<file path="config.mk">
export PLATFORM = sky130hd
export DESIGN_NAME = bcd_seg_scanner
export DESIGN_NICKNAME = d
export VERILOG_FILES = /design/src/rtl/bcd_seg_scanner.sv
export SDC_FILE = /design/constraint.sdc
export NUM_CORES = 1
export LEC_CHECK = 0
export ABC_AREA = 1
export CAP_MARGIN = 20
export CORE_ASPECT_RATIO = 0.6
export CORE_MARGIN = 2
export CORE_UTILIZATION = 45
export DETAILED_ROUTE_END_ITERATION = 10
export PLACE_DENSITY = 0.65
export SKIP_CTS_REPAIR_TIMING = 1
export SYNTH_ARGS = -nofsm -noshare
export SYNTH_HDL_FRONTEND = slang
export SYNTH_SLANG_ARGS = --single-unit
</file>
<file path="constraint.sdc">
create_clock -name clk -period 2.4 [get_ports clk]
set_input_delay 0.48 -clock clk [delete_from_list [all_inputs] [get_ports clk]]
set_output_delay 0.48 -clock clk [all_outputs]
set_load 0.03 [all_outputs]
</file>
<file path="src/rtl/bcd_seg_scanner.sv">
// Three-digit common-anode scanner for a 9-bit BCD word, with per-slot blanking and updates that only take effect at a frame boundary.
// Optional build macro LEADING_ZERO_BLANK_EN suppresses leading-zero hundreds/tens segments.
module bcd_seg_scanner #(
  parameter int REFRESH_DIV  = 50000,
  parameter int BLANK_CYCLES = 16
) (
  input  logic       clk,
  input  logic       rst_n,
  input  logic [8:0] bcd_in,
  input  logic       load,
  output logic [6:0] seg_n,
  output logic [2:0] an_n,
  output logic       upd_pend
);

  localparam int TW = (REFRESH_DIV > 1) ? $clog2(REFRESH_DIV) : 1;
  localparam logic [TW-1:0] TICK_MAX  = TW'(REFRESH_DIV - 1);
  localparam logic [TW-1:0] BLANK_END = TW'(BLANK_CYCLES);

  typedef enum logic [1:0] {S_ONES = 2'd0, S_TENS = 2'd1, S_HUND = 2'd2} state_t;

  state_t          r_state;
  state_t          w_state_nxt;
  logic [TW-1:0]   r_tick;
  logic [8:0]      r_active;
  logic [8:0]      r_pending;
  logic            r_upd_pend;
  logic [6:0]      r_seg_n;
  logic [2:0]      r_an_n;
  logic            w_wrap;
  logic            w_frame_end;
  logic [3:0]      w_digit;
  logic [2:0]      w_slot_an;
  logic            w_lz_blank;
  logic [6:0]      w_seg_nxt;
  logic [2:0]      w_an_nxt;

  function automatic logic [6:0] f_decode(input logic [3:0] d);
    case (d)
      4'd0:    f_decode = 7'h40;
      4'd1:    f_decode = 7'h79;
      4'd2:    f_decode = 7'h24;
      4'd3:    f_decode = 7'h30;
      4'd4:    f_decode = 7'h19;
      4'd5:    f_decode = 7'h12;
      4'd6:    f_decode = 7'h02;
      4'd7:    f_decode = 7'h78;
      4'd8:    f_decode = 7'h00;
      4'd9:    f_decode = 7'h10;
      default: f_decode = 7'h3F;
    endcase
  endfunction

  assign w_wrap      = (r_tick == TICK_MAX);
  assign w_frame_end = w_wrap && (r_state == S_HUND);

  always_ff @(posedge clk) begin
    if (!rst_n) begin
      r_tick <= '0;
    end else if (w_wrap) begin
      r_tick <= '0;
    end else begin
      r_tick <= r_tick + 1'b1;
    end
  end

  always_ff @(posedge clk) begin
    if (!rst_n) begin
      r_state <= S_ONES;
    end else begin
      r_state <= w_state_nxt;
    end
  end

  always_comb begin
    w_state_nxt = r_state;
    if (w_wrap) begin
      case (r_state)
        S_ONES:  w_state_nxt = S_TENS;
        S_TENS:  w_state_nxt = S_HUND;
        default: w_state_nxt = S_ONES;
      endcase
    end
  end

  // A load landing on the boundary cycle bypasses pending so it is never a frame late.
  always_ff @(posedge clk) begin
    if (!rst_n) begin
      r_active   <= '0;
      r_pending  <= '0;
      r_upd_pend <= 1'b0;
    end else if (load && w_frame_end) begin
      r_active   <= bcd_in;
      r_pending  <= bcd_in;
      r_upd_pend <= 1'b0;
    end else if (w_frame_end && r_upd_pend) begin
      r_active   <= r_pending;
      r_upd_pend <= 1'b0;
    end else if (load) begin
      r_pending  <= bcd_in;
      r_upd_pend <= 1'b1;
    end
  end

  always_comb begin
    w_digit   = r_active[3:0];
    w_slot_an = 3'b110;
    case (r_state)
      S_TENS: begin
        w_digit   = r_active[7:4];
        w_slot_an = 3'b101;
      end
      S_HUND: begin
        w_digit   = {3'b000, r_active[8]};
        w_slot_an = 3'b011;
      end
      default: ;
    endcase
  end

`ifdef LEADING_ZERO_BLANK_EN
  assign w_lz_blank = ((r_state == S_HUND) && !r_active[8]) ||
                      ((r_state == S_TENS) && !r_active[8] && (r_active[7:4] == 4'd0));
`else
  assign w_lz_blank = 1'b0;
`endif

  always_comb begin
    w_an_nxt  = 3'b111;
    w_seg_nxt = 7'h7F;
    if (r_tick >= BLANK_END) begin
      w_an_nxt  = w_slot_an;
      w_seg_nxt = w_lz_blank ? 7'h7F : f_decode(w_digit);
    end
  end

  always_ff @(posedge clk) begin
    if (!rst_n) begin
      r_seg_n <= 7'h7F;
      r_an_n  <= 3'b111;
    end else begin
      r_seg_n <= w_seg_nxt;
      r_an_n  <= w_an_nxt;
    end
  end

  assign seg_n    = r_seg_n;
  assign an_n     = r_an_n;
  assign upd_pend = r_upd_pend;

endmodule

</file>
==> results of run 1 <==
-- cell type report --
| cell class | count | area (um2) |
|---|---|---|
| clock buffer | 6 | 72.6 |
| sequential | 47 | 941 |
| timing repair buffer | 25 | 243 |
| fill | 512 | 2310 |
| inverter | 42 | 158 |
| multi-input combinational | 217 | 1170 |
| clock inverter | 2 | 60.1 |
| tap | 66 | 82.6 |
-- metal layers --
| layer | wire, um | vias to the layer above | global-route usage (%) |
|---|---|---|---|
| met1 | 2810 | 888 | 29.4 |
| met5 | 0 | - | 0 |
| met4 | 27 | 0 | 3.62 |
| met3 | 328 | 4 | 4.56 |
| met2 | 1880 | 58 | 24.4 |
| li1 | - | 1057 | - |
-- flip-flops by register name, summed over array words and instances, names as in the netlist --
signal,count
r_tick,16
upd_pend,1
seg_n,7
r_active,9
r_state,2
r_pending,9
an_n,3
-- logic make-up after synthesis --
group,count (synthesis)
xor+xnor,4
compound gates,33
flops,47
buf+inv,51
simple gates,171
fa+ha+maj,9
-- report_power, final --
| part | internal [mW] | switching (mW) | total [mW] | leakage, nW |
|---|---|---|---|---|
| sequential | 0.794 | 0.00987 | 0.804 | 0.382 |
| clock | 0.416 | 0.272 | 0.688 | 0.0654 |
| combinational | 0.0333 | 0.0432 | 0.0765 | 0.632 |
-- worst max-delay path, stage by stage (launching register included) --
cell and delay (ps):
dfxtp_1 380, inv_1 90, ha_1 410, nand2_1 150, o22ai_2 200, inv_1 110, ha_1 310, o21ai_1 130
nand2_1 60, nand2_1 60
-- placed cells by master (no fill, tap or decap), types with 8 or more instances in the layout --
master	netlist	layout
clkdlybuf4s50_1	0	22
a21oi_1	14	14
inv_1	33	33
nor3_1	9	9
nand4_1	14	14
nor2_1	29	29
nand3_1	14	14
ha_1	9	9
o21ai_0	8	8
nand2_1	80	80
dfxtp_1	47	47
-- worst max-delay path by stage --
stage	startpoint	end	slack (ps)	cells after the start
CTS	r_state[0]	seg_n[3]	460	9
detailed placement	load	r_active[7]	460	8
global placement	load	r_active[7]	510	8
finish	r_state[0]	seg_n[3]	440	9
global route	r_state[0]	seg_n[3]	310	9
floorplan	r_state[0]	seg_n[3]	690	9
-- metrics by stage --
| stage | cell area [um2] | hold slack (ps) | util, % | setup slack [ps] | power (mW) |
|---|---|---|---|---|---|
| 2_1_floorplan | 2330 | 440 | - | 693 | 0.867 |
| 3_3_place_gp | 2590 | 449 | 51.5 | 513 | 0.898 |
| 3_5_place_dp | 2590 | 455 | 51.5 | 458 | 0.899 |
| 4_1_cts | 2720 | 469 | 54.1 | 458 | 1.59 |
| 5_1_grt | 2720 | 501 | 54.1 | 313 | 1.63 |
| 6_report | 2720 | 467 | 54.1 | 442 | 1.57 |
==> out/results.txt, run 1 <==
Post-synthesis xor/xnor area fraction = 1.50%
CTS tree = built
Clock tree buffer depth = 2
Sink Count = 47
Worst Hold Class = reg -> reg
Simple-gate portion of the synthesized area = 35.3%
Most frequent cell after synthesis = nand2_1
Largest family of logic cells by synthesized area = simple AND/OR/NAND/NOR gates
RSZ-0062 raised after global routing = false
Diode count = 0
Synth Area in Adders = 4.83%
Outcome = complete, no violations
Reg2Reg Depth = 9
R2R setup slack = 440 ps
Wire per inst = 12.5 um
Core box area = 5030 um2
All-Layer GR Usage = 18.4%
Post-synth top area share = 40.3%
Vias per inst = 4.96
Ys Warns = 0
Max-Cap Viols = 0
Crit Reg-Reg Endpoint = seg_n[3]
Count of nets after finishing = 359
Period utilization = 81.6%
Dpl cells = 397
RePlAce Congestion = 0.869
Total negative slack = 0 ps
CTS Buf Count = 5
Die H = 59.8 um
Average size of a mapped cell = 7.41 um2
Die area = 5800 um2
Hold depth = 2
Power Density = 576 nW/um2
Top Ports = 23
Critical path capture point type = register
Post-synthesis sequential area ratio = 40.3%
Post-synth cell types = 34
I/O Buffers = 22
Clk pin slew, worst setup/hold paths = 90 ps
Worst skew pair latency = 300 ps
CP max FO = 6
Vias = 2007
Largest net degree at the start of global routing = 17
Worst-Margin Slew = 420 ps
Worst EP required = 2650 ps
Seq cells post-synth = 47
Top cells by area, synth = dfxtp_1 (40%), nand2_1 (13%), inv_1 (5.3%)
Peak VDD IR = 0.336 mV
Max Fclk = 511 MHz
Arrival @ worst endpoint = 2210 ps
Setup Skew = 7.30 ps
Initial antenna violation count = 0
Cells after Synth = 315
First-pass GRT wire length = 8510 um
Setup crit start kind = register
Die X = 97.0 um
Area Growth Syn to Fin = 16.7%
First-iteration detailed-routing DRC count = 126
Largest area contributor in the netlist = dfxtp_1
H-tree depth = 2
Post-synth net total = 336
DRC Markers = 0
TritonRoute pass-1 iters = 4
Finished Layout Cells = 405
Final setup vio count = 0
Drt total wl = 5050 um
HP Start = r_pending[1]
Final Max Slew Viols = 0
Asr flop ratio synth = 0%
Antenna-violating nets left = 0
Period minus WS final = 1960 ps
Std cell rows = 20
Share of cells above drive strength 1 = 11.5%
Post-synth top cells = nand2_1 (80), dfxtp_1 (47), inv_1 (33), nor2_1 (29)
Number of synthesized flops with an enable pin = 0
Reg-to-reg startpoint = r_state[0]
Compound-gate portion of the synthesized area = 8.31%
Leak Pwr = 1.08 nW
Post-synthesis mux area share = 0%
Mapped cell area = 2330 um2
Initial core utilization = 46.4%
Hold Fails Final Rpt = 0
Root Driver = clkbuf_8
HPWL after DPL = 3670 um
Worst Hold End = r_pending[1]
Grt ovf = 0
Number of global-route vias before repair = 1747
WS Path Type = reg -> reg
Headroom to the max-slew limit = 72.0%
Main synth FF type = dfxtp_1
(Power assumes the default switching activity.)
==> inputs of run 2 (changes only) <==
--- a/config.mk
+++ b/config.mk
@@ -11,7 +11,7 @@
 export CORE_MARGIN = 2
 export CORE_UTILIZATION = 45
 export DETAILED_ROUTE_END_ITERATION = 10
-export PLACE_DENSITY = 0.65
+export PLACE_DENSITY = 0.68
 export SKIP_CTS_REPAIR_TIMING = 1
 export SYNTH_ARGS = -nofsm -noshare
 export SYNTH_HDL_FRONTEND = slang
==> constraint.sdc (replaced) <==
create_clock -name clk -period 1.69 [get_ports clk]
set_input_delay 0.338 -clock clk [delete_from_list [all_inputs] [get_ports clk]]
set_output_delay 0.338 -clock clk [all_outputs]
set_load 0.03 [all_outputs]
==> out/results.txt, run 2 (synthesized netlist as in run 1, its figures left out) <==
H-tree depth = 2
Vias = 2071
Largest registers = r_tick x16, r_active x9, r_pending x9
Hold Fails Final Rpt = 0
Wire per inst = 12.7 um
Setup Skew = 9.00 ps
All-Layer GR Usage = 18.5%
Period minus WS final = 1680 ps
CP max FO = 6
Largest net degree at the start of global routing = 16
First-iteration detailed-routing DRC count = 157
RSZ-0062 raised after global routing = true
Die area = 5800 um2
Count of nets after finishing = 374
Number of global-route vias before repair = 1718
Die X = 97.0 um
Peak VDD IR = 0.388 mV
First-pass GRT wire length = 8440 um
I/O Buffers = 22
Antenna-violating nets left = 0
Arrival @ worst endpoint = 1940 ps
Worst Hold Class = reg -> reg
Initial antenna violation count = 0
Initial core utilization = 46.4%
WS Path Type = reg -> reg
Headroom to the max-slew limit = 79.0%
Comb power frac = 6.3%
Final core occ = 57.2%
RePlAce Congestion = 0.862
Std cell rows = 20
Critical path capture point type = register
Number of flip-flops in the largest register = 16
Worst EP required = 1950 ps
Clock tree buffer depth = 2
Max-Cap Viols = 0
Clk pin slew, worst setup/hold paths = 90 ps
Top Ports = 23
Worst-Margin Slew = 315 ps
Max Fclk = 595 MHz
Final setup vio count = 0
CTS tree = built
Power Density = 682 nW/um2
Share of cells above drive strength 1 = 19.5%
TritonRoute pass-1 iters = 4
Biggest register = r_tick
Setup WS pre-CTS = -138 ps
Drt total wl = 5310 um
Setup crit start kind = register
Filler cells = 479
Fin Hold WS = 465 ps
Final worst slack = 9.62 ps
Diode count = 0
DRC Markers = 0
Leak Pwr = 1.16 nW
HPWL after DPL = 3760 um
Clock share of power = 35.6%
Area Growth Syn to Fin = 23.4%
Period utilization = 99.4%
Outcome = complete, no violations
Grt ovf = 0
Psw = 0.488 mW
Switching part of the total power = 24.8%
Vias per inst = 4.93
Internal Power = 1.48 mW
Commonest non-fill, non-tap cell in the layout = nand2_1
Die H = 59.8 um
Reg power frac = 58.0%
Sink Count = 47
Core box area = 5030 um2
Final Max Slew Viols = 0
Worst skew pair latency = 310 ps
CTS Buf Count = 5
Root Driver = clkbuf_8
Commonest cells after routing, fill and taps aside = nand2_1 (79), dfxtp_1 (45), inv_1 (28), nor2_1 (28), clkdlybuf4s50_1 (20)
-- run 2: cell count changes in the layout (fill, tap and decap cells not counted), moves of 2 or more --
| cell | before | now |
|---|---|---|
| ha_1 | 9 | 5 |
| inv_1 | 33 | 28 |
| dlymetal6s2s_1 | 0 | 2 |
| o22ai_4 | 0 | 2 |
| dfxtp_2 | 0 | 2 |
| ha_2 | 0 | 3 |
| buf_4 | 3 | 16 |
| clkdlybuf4s50_1 | 22 | 20 |
| bufinv_16 | 2 | 0 |
| o22ai_2 | 2 | 0 |
| inv_2 | 7 | 12 |
| dfxtp_1 | 47 | 45 |
| clkinvlp_4 | 0 | 2 |
| buf_12 | 0 | 2 |
-- run 2: path summary, 6_finish.rpt --
| path | from | end | slack (ps) | depth (start not counted) |
|---|---|---|---|---|
| setup / recovery | r_state[1] | seg_n[3] | 10 | 9 |
| hold / removal | r_pending[2] | r_pending[2] | 470 | 2 |
| setup reg to reg | r_state[1] | seg_n[3] | 10 | 9 |
| hold reg to reg | r_pending[2] | r_pending[2] | 470 | 2 |
-- run 2: worst max-delay path, stage by stage, from the launching register on --
cell	delay, ps
dfxtp_2	360
inv_2	60
ha_4	310
nand2_4	80
o22ai_4	170
inv_2	70
ha_1	300
o21ai_1	140
nand2_1	70
nand2_1	60
-- run 2: layer usage --
layer / wire length [um] / share of wire (%) / GRT usage (%) / vias to the layer above
met5: 0 / 0 / 0 / -
met4: 42 / 0.79 / 4.43 / 0
met1: 2870 / 54 / 28.9 / 912
met2: 2000 / 38 / 24.8 / 73
li1: - / - / - / 1080
met3: 405 / 7.6 / 4.80 / 6
-- run 2: cell type report --
type	count	area [um2]	area share (%)
multi-input cells	217	1220	42.4
flip-flops and latches	47	943	32.8
repair buffers	40	385	13.4
inverters	42	158	5.48
well taps	66	82.6	2.87
clock buffers	5	68.8	2.39
clock inverters	3	20.0	0.695
-- run 2: power groups by stage --
stage	sequential, mW	combinational, mW	clock (mW)
after global routing	1.14	0.138	0.769
final	1.14	0.124	0.700
after global placement	1.17	0.123	0
after CTS	1.14	0.125	0.711
after detailed placement	1.17	0.125	0
after floorplan	1.17	0.0634	0
-- run 2: per-stage QoR --
stage               setup TNS, ps  total power [mW]  cells  instance area (um2)
global placement                0              1.29    407                 2700
floorplan                       0              1.23    315                 2350
CTS                          -291              1.98    415                 2790
finish                          0              1.96    420                 2880
detailed placement           -223              1.29    407                 2700
global route                 -205              2.05    420                 2880
==> inputs of run 3 (changes only) <==
==> constraint.sdc (replaced) <==
create_clock -name clk -period 1.4 [get_ports clk]
set_input_delay 0.28 -clock clk [delete_from_list [all_inputs] [get_ports clk]]
set_output_delay 0.28 -clock clk [all_outputs]
set_load 0.03 [all_outputs]
==> out/results.txt, run 3 (synthesized netlist as in run 1, its figures left out) <==
Dpl cells = 431
WS Path Type = reg -> reg
Worst Hold Class = reg -> reg
Setup crit start kind = register
Number of flip-flops in the largest register = 16
Initial antenna violation count = 0
H-tree depth = 2
CP max FO = 6
Vias per inst = 5.01
Sink Count = 47
HPWL after DPL = 4080 um
Failing checks = setup timing
Max-Cap Viols = 0
Outcome = finished, violations left
Placed inst area = 2900 um2
Final worst slack = -285 ps
Finished Layout Cells = 446
Top Ports = 23
Final Instance Area = 3230 um2
Setup Skew = 9.90 ps
Area Growth Syn to Fin = 38.2%
Critical path capture point type = register
Setup WS pre-CTS = -221 ps
Period minus WS final = 1690 ps
RSZ-0062 raised after global routing = true
Die area = 5800 um2
Leak Pwr = 1.35 nW
Arrival @ worst endpoint = 1870 ps
Worst-Margin Slew = 323 ps
Clock tree buffer depth = 2
Number of global-route vias before repair = 1913
Std cell rows = 20
Wire per inst = 12.9 um
First-iteration detailed-routing DRC count = 140
Largest registers = r_tick x16, r_active x9, r_pending x9
All-Layer GR Usage = 19.6%
RePlAce Congestion = 0.828
TritonRoute pass-1 iters = 5
Share of cells above drive strength 1 = 32.4%
Commonest non-fill, non-tap cell in the layout = nand2_1
CTS tree = built
Filler cells = 418
Worst skew pair latency = 300 ps
Vias = 2233
Headroom to the max-slew limit = 78.3%
Drt total wl = 5770 um
Diode count = 0
First-pass GRT wire length = 9070 um
Count of nets after finishing = 400
Root Driver = clkbuf_8
Peak VDD IR = 0.397 mV
Final Max Slew Viols = 0
Worst EP required = 1580 ps
Core box area = 5030 um2
Die X = 97.0 um
Antenna-violating nets left = 0
Initial core utilization = 46.4%
CTS Buf Count = 5
Max Fclk = 593 MHz
DRC Markers = 0
Clk pin slew, worst setup/hold paths = 90 ps
Biggest register = r_tick
Period utilization = 120%
I/O Buffers = 22
Total negative slack = -1440 ps
Die H = 59.8 um
Final setup vio count = 10
Commonest cells after routing, fill and taps aside = nand2_1 (73), buf_4 (41), dfxtp_1 (35)
Largest net degree at the start of global routing = 16
Hold Fails Final Rpt = 0
Power Density = 729 nW/um2
Grt ovf = 0
## run 3: cell types whose count changed in the layout (fill, tap and decap cells not counted), moves of 4 or more
cell,previous run,this run
nand2_2,6,10
nand2_1,79,73
buf_4,16,41
dlymetal6s2s_1,2,11
dfxtp_1,45,35
clkdlybuf4s50_1,20,11
dfxtp_2,2,11
## run 3: layout make-up
cell class	instances	area, um2	share of cell area (%)
Timing Repair Buffer	66	598	18.5
Multi-Input combinational cell	217	1340	41.5
Clock buffer	5	68.8	2.13
Tap cell	66	82.6	2.56
Clock inverter	3	15.0	0.465
Sequential cell	47	958	29.7
Inverter	42	163	5.04
## run 3: layer usage
metal,vias to the layer above,routed length [um],GRT usage (%)
met5,-,0,0
met1,1027,3050,30.0
met2,59,2370,27.2
met3,9,290,4.33
met4,0,69,5.63
li1,1138,-,-
## run 3: worst max-delay path, cell delays in order (launching register included)
cell and delay [ps]:
dfxtp_2 360, inv_2 60, ha_4 320, nand2_4 80, o22ai_4 210, inv_2 90
ha_4 270, o21ai_2 50, nand2_1 60, nand2_1 60
## run 3: worst paths after layout
path / start / end / slack [ps] / cells past startpoint
setup / recovery: r_state[0] / seg_n[3] / -290 / 9
hold / removal: r_pending[8] / r_pending[8] / 470 / 2
setup reg to reg: r_state[0] / seg_n[3] / -290 / 9
hold reg to reg: r_pending[8] / r_pending[8] / 470 / 2
## run 3: through the flow
| stage | hold slack, ps | utilization (%) | total power, mW |
|---|---|---|---|
| global route | 489 | 64.1 | 2.44 |
| floorplan | 415 | - | 1.49 |
| CTS | 469 | 59.3 | 2.35 |
| global placement | 452 | 57.6 | 1.56 |
| finish | 469 | 64.1 | 2.35 |
| detailed placement | 458 | 57.6 | 1.56 |
## run 3: where the power goes
| group | internal (mW) | switching, mW | total (mW) |
|---|---|---|---|
| sequential | 1.36 | 0.0190 | 1.38 |
| clock | 0.343 | 0.462 | 0.805 |
| combinational | 0.0798 | 0.0870 | 0.167 |
| total | 1.78 | 0.568 | 2.35 |
